### src/rtl/tinyriscv_pkg.sv
// +----------------------------------------------------------------------+
// | Module   : tinyriscv_pkg                                             |
// | Brief    : Shared types and constants for the RIB shared-bus fabric  |
// | Revision : 1.0                                                       |
// +----------------------------------------------------------------------+
`default_nettype none

package tinyriscv_pkg;

  // Bus FSM states: arbitration, slave access, decode-miss response
  typedef enum logic [1:0] {
    RIB_IDLE   = 2'd0,
    RIB_ACTIVE = 2'd1,
    RIB_ERR    = 2'd2
  } rib_state_e;

  // Read data returned on a decode miss or a slave timeout
  localparam logic [31:0] RIB_ERR_DATA = 32'hDEAD_BEEF;

  // Slave-select field width; a single slave still needs one select bit
  function automatic int rib_sel_w(input int ns);
    return (ns > 1) ? $clog2(ns) : 1;
  endfunction

endpackage

`default_nettype wire

### src/rtl/rib_shared_bus_arbiter.sv
// +----------------------------------------------------------------------+
// | Module   : rib_arbiter                                               |
// | Brief    : Master arbiter, one-hot grant plus binary index.          |
// |            RIB_RR_ARB_EN defined  : round-robin from pointer ptr     |
// |            RIB_RR_ARB_EN undefined: fixed priority, index 0 highest  |
// | Revision : 1.0                                                       |
// +----------------------------------------------------------------------+
`default_nettype none

module rib_arbiter
  import tinyriscv_pkg::*;
#(
  parameter int NM = 4,
  parameter int IW = (NM > 1) ? $clog2(NM) : 1
) (
  input  logic          clk_i,
  input  logic          rst_ni,
  input  logic [NM-1:0] req_i,
  input  logic          adv_i,
  input  logic [IW-1:0] adv_idx_i,
  output logic [NM-1:0] gnt_o,
  output logic [IW-1:0] gnt_idx_o
);

`ifdef RIB_RR_ARB_EN
  logic [IW-1:0] ptr_q;
  logic [IW-1:0] ptr_d;

  // Pointer moves just past the master that completed; aborts leave it alone
  always_comb begin
    ptr_d = ptr_q;
    if (adv_i) begin
      ptr_d = (32'(adv_idx_i) == NM - 1) ? '0 : adv_idx_i + 1'b1;
    end
  end

  // Pointer register
  always_ff @(posedge clk_i) begin
    if (!rst_ni) begin
      ptr_q <= '0;
    end else begin
      ptr_q <= ptr_d;
    end
  end

  // Search requesters starting at the pointer, wrapping modulo NM
  always_comb begin : b_rr
    int   idx;
    logic found;
    gnt_o     = '0;
    gnt_idx_o = '0;
    found     = 1'b0;
    idx       = 0;
    for (int o = 0; o < NM; o++) begin
      idx = (int'(ptr_q) + o) % NM;
      if (!found && req_i[idx]) begin
        found     = 1'b1;
        gnt_idx_o = IW'(idx);
      end
    end
    if (found) begin
      gnt_o[gnt_idx_o] = 1'b1;
    end
  end
`else
  // Fixed priority: scanning downward leaves the lowest requester selected
  always_comb begin
    gnt_o     = '0;
    gnt_idx_o = '0;
    for (int i = NM - 1; i >= 0; i--) begin
      if (req_i[i]) begin
        gnt_idx_o = IW'(i);
      end
    end
    if (|req_i) begin
      gnt_o[gnt_idx_o] = 1'b1;
    end
  end

  logic unused_rr;
  assign unused_rr = ^{clk_i, rst_ni, adv_i, adv_idx_i};
`endif

endmodule

`default_nettype wire

### src/rtl/rib_shared_bus.sv
// +----------------------------------------------------------------------+
// | Module   : rib_shared_bus                                            |
// | Brief    : NM-master / NS-slave shared RIB bus with one arbitrated   |
// |            path, decode-miss error response and slave timeout.       |
// |            RIB_RR_ARB_EN selects round-robin arbitration.            |
// | Revision : 1.0                                                       |
// +----------------------------------------------------------------------+
`default_nettype none

module rib_shared_bus
  import tinyriscv_pkg::*;
#(
  parameter int             NM       = 4,
  parameter int             NS       = 8,
  parameter int             AW       = 32,
  parameter int             DW       = 32,
  parameter int             CORE_M   = 2,
  parameter int             TIMEOUT  = 255,
  parameter logic [DW-1:0]  ERR_DATA = DW'(RIB_ERR_DATA)
) (
  input  logic             clk_i,
  input  logic             rst_ni,
  input  logic [NM-1:0]    m_req_i,
  input  logic [NM-1:0]    m_we_i,
  input  logic [NM*AW-1:0] m_addr_i,
  input  logic [NM*DW-1:0] m_wdata_i,
  output logic [NM*DW-1:0] m_rdata_o,
  output logic [NM-1:0]    m_ready_o,
  output logic [NS-1:0]    s_req_o,
  output logic [NS-1:0]    s_we_o,
  output logic [NS*AW-1:0] s_addr_o,
  output logic [NS*DW-1:0] s_wdata_o,
  input  logic [NS*DW-1:0] s_rdata_i,
  input  logic [NS-1:0]    s_ready_i,
  output logic             hold_flag_o
);

  localparam int SEL_W = rib_sel_w(NS);
  localparam int IW    = (NM > 1) ? $clog2(NM) : 1;
  localparam int TW    = (TIMEOUT > 0) ? $clog2(TIMEOUT + 1) : 1;
  // Slaves see the full address with the select field zeroed
  localparam logic [AW-1:0] ADDR_MASK = {{SEL_W{1'b0}}, {(AW - SEL_W){1'b1}}};

  rib_state_e       state_q, state_d;
  logic [IW-1:0]    g_q, g_d;
  logic [SEL_W-1:0] sel_q, sel_d;
  logic             hold_q, hold_d;
  logic [TW-1:0]    cnt_q, cnt_d;

  logic [NM-1:0]    arb_gnt;
  logic [IW-1:0]    arb_idx;
  logic             adv;
  logic [SEL_W-1:0] new_sel;
  logic             slv_ready;
  logic             timeout_hit;

  rib_arbiter #(.NM(NM), .IW(IW)) u_arb (
    .clk_i     (clk_i),
    .rst_ni    (rst_ni),
    .req_i     (m_req_i),
    .adv_i     (adv),
    .adv_idx_i (g_q),
    .gnt_o     (arb_gnt),
    .gnt_idx_o (arb_idx)
  );

  assign new_sel     = m_addr_i[arb_idx*AW + AW - 1 -: SEL_W];
  assign slv_ready   = s_ready_i[sel_q];
  assign timeout_hit = (TIMEOUT != 0) && (cnt_q == TW'(TIMEOUT));

  // State register: grant, decoded slave, hold flag and wait counter
  always_ff @(posedge clk_i) begin
    if (!rst_ni) begin
      state_q <= RIB_IDLE;
      g_q     <= '0;
      sel_q   <= '0;
      hold_q  <= 1'b0;
      cnt_q   <= '0;
    end else begin
      state_q <= state_d;
      g_q     <= g_d;
      sel_q   <= sel_d;
      hold_q  <= hold_d;
      cnt_q   <= cnt_d;
    end
  end

  // Next state: arbitrate and decode in IDLE, then complete, abort or time out
  always_comb begin
    state_d = state_q;
    g_d     = g_q;
    sel_d   = sel_q;
    hold_d  = hold_q;
    cnt_d   = cnt_q;
    adv     = 1'b0;
    case (state_q)
      RIB_IDLE: begin
        if (|arb_gnt) begin
          g_d     = arb_idx;
          sel_d   = new_sel;
          hold_d  = (32'(arb_idx) >= CORE_M);
          cnt_d   = '0;
          state_d = (32'(new_sel) < NS) ? RIB_ACTIVE : RIB_ERR;
        end
      end
      RIB_ACTIVE: begin
        if (slv_ready) begin
          adv     = 1'b1;
          hold_d  = 1'b0;
          state_d = RIB_IDLE;
        end else if (!m_req_i[g_q]) begin
          hold_d  = 1'b0;
          state_d = RIB_IDLE;
        end else if (timeout_hit) begin
          adv     = 1'b1;
          hold_d  = 1'b0;
          state_d = RIB_IDLE;
        end else begin
          cnt_d = cnt_q + 1'b1;
        end
      end
      RIB_ERR: begin
        adv     = 1'b1;
        hold_d  = 1'b0;
        state_d = RIB_IDLE;
      end
      default: begin
        hold_d  = 1'b0;
        state_d = RIB_IDLE;
      end
    endcase
  end

  // Outputs: route the granted master to its slave; everything 0 in reset
  always_comb begin
    m_rdata_o   = '0;
    m_ready_o   = '0;
    s_req_o     = '0;
    s_we_o      = '0;
    s_addr_o    = '0;
    s_wdata_o   = '0;
    hold_flag_o = 1'b0;
    if (rst_ni) begin
      hold_flag_o = hold_q;
      case (state_q)
        RIB_ACTIVE: begin
          s_req_o[sel_q]              = 1'b1;
          s_we_o[sel_q]               = m_we_i[g_q];
          s_addr_o[sel_q*AW +: AW]    = m_addr_i[g_q*AW +: AW] & ADDR_MASK;
          s_wdata_o[sel_q*DW +: DW]   = m_wdata_i[g_q*DW +: DW];
          if (slv_ready) begin
            m_ready_o[g_q]            = 1'b1;
            m_rdata_o[g_q*DW +: DW]   = s_rdata_i[sel_q*DW +: DW];
          end else if (timeout_hit && m_req_i[g_q]) begin
            m_ready_o[g_q]            = 1'b1;
            m_rdata_o[g_q*DW +: DW]   = ERR_DATA;
          end
        end
        RIB_ERR: begin
          m_ready_o[g_q]              = 1'b1;
          m_rdata_o[g_q*DW +: DW]     = ERR_DATA;
        end
        default: ;
      endcase
    end
  end

endmodule

`default_nettype wire
### config.mk
export PLATFORM = sky130hd
export DESIGN_NAME = rib_shared_bus
export DESIGN_NICKNAME = d
export VERILOG_FILES = /design/src/rtl/tinyriscv_pkg.sv /design/src/rtl/rib_shared_bus_arbiter.sv /design/src/rtl/rib_shared_bus.sv
export SDC_FILE = /design/constraint.sdc
export NUM_CORES = 1
export LEC_CHECK = 0
export ABC_AREA = 1
export ABC_CLOCK_PERIOD_IN_PS = 6850
export CAP_MARGIN = 5
export CORE_AREA = 2 2 470 472
export DETAILED_ROUTE_END_ITERATION = 8
export DIE_AREA = 0 0 472 474
export PLACE_DENSITY_LB_ADDON = 0.08
export SKIP_LAST_GASP = 1
export SLEW_MARGIN = 15
export SYNTH_ARGS = -nofsm -noshare
export SYNTH_HDL_FRONTEND = slang
export SYNTH_HIERARCHICAL = 1
export SYNTH_SLANG_ARGS = --single-unit
export TNS_END_PERCENT = 1
### constraint.sdc
create_clock -name clk_i -period 6.85 [get_ports clk_i]
set_clock_uncertainty 0.05 [all_clocks]
set_input_delay 1.0275 -clock clk_i [delete_from_list [all_inputs] [get_ports clk_i]]
set_output_delay 1.0275 -clock clk_i [all_outputs]
set_load 0.1 [all_outputs]
==> results by group <==
Power
  • Combinational power share: between 90% and 100%
  • Clock power frac: under 10%
  • Cell Int Power: a little under 0.0008 W
  • Peak supply drop: 0.0605 mV
  • Leak Pwr: ~10 nW
  • PwrDens: between 100 and 150 mW/mm2
  • Psw: roughly 0.0018 W
  • Switching Share: roughly 69%
  • Register share of total power: under 10%

Hold path
  • Worst Hold Class: flop to flop
  • Hold path endpoint: cnt_q[6]
  • Cell count of the worst hold path: 2
  • Min-delay src: cnt_q[6]

Setup path
  • Critical Path AT: between 4000 and 5000 ps
  • Worst setup path start: rst_ni
  • CP Capture Type: primary output
  • Origin of the critical flop-to-flop path: sel_q[0]
  • Crit path cell chain: clkdlybuf4s50_1 > buf_4 > nand2_1 > nor2_1 > nand3_4 > buf_4 > nor2_1 > buf_12
  • Slowest stage delay, CP: around 560 ps
  • Critical path peak fanout: 38
  • Delay-heaviest family, CP: simple AND/OR/NAND/NOR gates
  • Startpoint Class: input pin
  • Worst R2R Path Depth: 10
  • Worst setup path category: input pin to primary output
  • Worst path required time: ~5800 ps
  • Worst reg2reg setup slack: a little under 4000 ps
  • CP max stage cell: nand3_4
  • RR Endpoint: cnt_q[2]
  • Crit path buf inv count: 4

Global route
  • Pin count of the biggest net entering global routing: about 100
  • GRT Util Overall: 15.0%
  • Overflow left after global routing: 0
  • First-pass GRT wire length: 226000 um
  • Initial antenna violation count: 48
  • Vias in the first global route: between 20000 and 25000

Synth
  • Synth Instances: roughly 2600
  • Mapped Avg Cell Area: ~4.4 um2
  • Netlist Area Pre-Place: 0.0115 mm2
  • Synth warn: 6

Die
  • Core Box Area: between 0.2 and 0.25 mm2
  • # IOs: 1191
  • Die area: approximately 0.22 mm2
  • Die X: roughly 470 um
  • Std cell rows: about 170
  • Initial Utilization: under 10%
  • Die H: 474 um

STA
  • Max_slew headroom: between 20% and 30%
  • Worst slew pin tran: approximately 1200 ps
  • RSZ-0062 raised after global routing: false
  • Final period util: 77.9%
  • Fin worst setup slack: between 1500 and 2000 ps
  • Final Hold Fails: 0
  • Final Setup Violations: 0
  • Fmax: between 150 and 200 MHz
  • Count of pins over their slew limit: 0
  • Tmin final: approximately 5300 ps
  • Setup TNS: 0 ps

Route
  • Total number of vias: between 20000 and 25000
  • Starting DRC count in detailed routing: between 1000 and 1500
  • Vias per cell: about 3.2
  • Final ANT Viol Nets: 0
  • DRC viols: 0
  • Wire per inst: roughly 27 um
  • Aggregate routed wire length: 177000 um
  • 1st-pass router iterations: 5

Finish
  • NumNets Final: ~4100
  • Final Cell Area: around 0.026 mm2
  • Post-Layout Cell Count: 6469
  • Fillers: 26100
  • Layout cell share with drive strength beyond 1: approximately 20%
  • Post-layout util: 11.7%
  • Area growth syn-to-layout: 124%

Clock tree
  • Clk sinks: 15
  • TritonCTS clock tree: built
  • Post-CTS resize count: 0
  • CTS HTree Levels: 1
  • Post-CTS Setup Inserts: 0
  • Worst-path clk slew: 50 ps
  • Root buffer cell: clkbuf_16
  • Max Root-Sink Buffers: 2
  • Total CTS buffers: 3
  • Hold bufs inserted after CTS: 0
  • Clock Latency Late Sink: around 250 ps

Placement
  • DP Worst Slack: approximately 1300 ps
  • Routability congestion estimate: around 0.84
  • Input/output buffers: around 1200
  • Dpl hpwl: approximately 150000 um
  • Post-Place Cell Area: around 0.026 mm2
  • Placed Instances: 6450

Job
  • Max_cap viols: 0

Run status
  • Outcome: complete, no violations
-- state kept, by name, summed over array words and instances (netlist names) --
name     count
sel_q        3
cnt_q        8
state_q      1
hold_q       1
g_q          2
-- tightest hold or removal path, cell delays in order (launching register included) --
cell and delay, ps:
dfxtp_1 330, inv_1 70, a21oi_1 60
-- metal layers --
metal,track usage [%],vias up,wire (um)
li1,-,10100,-
met1,16.1,9878,67000
met2,28.6,852,92300
met3,4.35,123,13100
met4,3.35,36,4880
met5,0,-,227
-- per-stage QoR --
| stage | power [W] | hold WS [ps] |
|---|---|---|
| final | 0.00257 | 452 |
| after global routing | 0.00278 | 488 |
| after CTS | 0.00267 | 456 |
| after detailed placement | 0.00254 | 447 |
| after global placement | 0.00256 | 444 |
| after floorplan | 0.00133 | 409 |
-- placed cells by master, fill, tap and decap left out, types with 8 or more instances in the layout --
cell,instances
o21ai_0,63
diode_2,15
nand4_1,61
a21oi_1,74
o21ai_1,24
ha_1,10
nor2_1,727
a21oi_2,11
dfxtp_1,12
nand2_1,689
or2_2,8
nor3_1,90
buf_4,594
conb_1,24
clkdlybuf4s50_1,555
buf_12,66
inv_2,12
o211ai_1,80
nand3_1,205
inv_1,225
-- power groups by stage --
stage          logic (W)  registers [W]  clock network [W]
2_1_floorplan    0.00123      0.0000986                  0
3_3_place_gp     0.00243       0.000130                  0
3_5_place_dp     0.00241       0.000129                  0
4_1_cts          0.00242       0.000127           0.000124
5_1_grt          0.00252       0.000128           0.000126
6_report         0.00233       0.000124           0.000120
-- cell type report --
class                      instances  area, um2  area share, %
tap                             2871       3590           14.0
sequential                        15        312           1.21
clock buffer                       4       78.8          0.307
timing repair buffer            1221      11400           44.3
inverter                         244        933           3.64
multi-input combinational       2099       9340           36.4
antenna                           15       37.5          0.146
-- worst max-delay path by stage --
| stage | endpoint | cells past startpoint |
|---|---|---|
| final | s_addr_o[51] | 8 |
| after global placement | s_addr_o[51] | 8 |
| after floorplan | s_wdata_o[21] | 8 |
| after CTS | s_addr_o[51] | 8 |
| after detailed placement | s_addr_o[51] | 8 |
| after global routing | s_addr_o[51] | 8 |
Power figures use the tool's default switching activity.
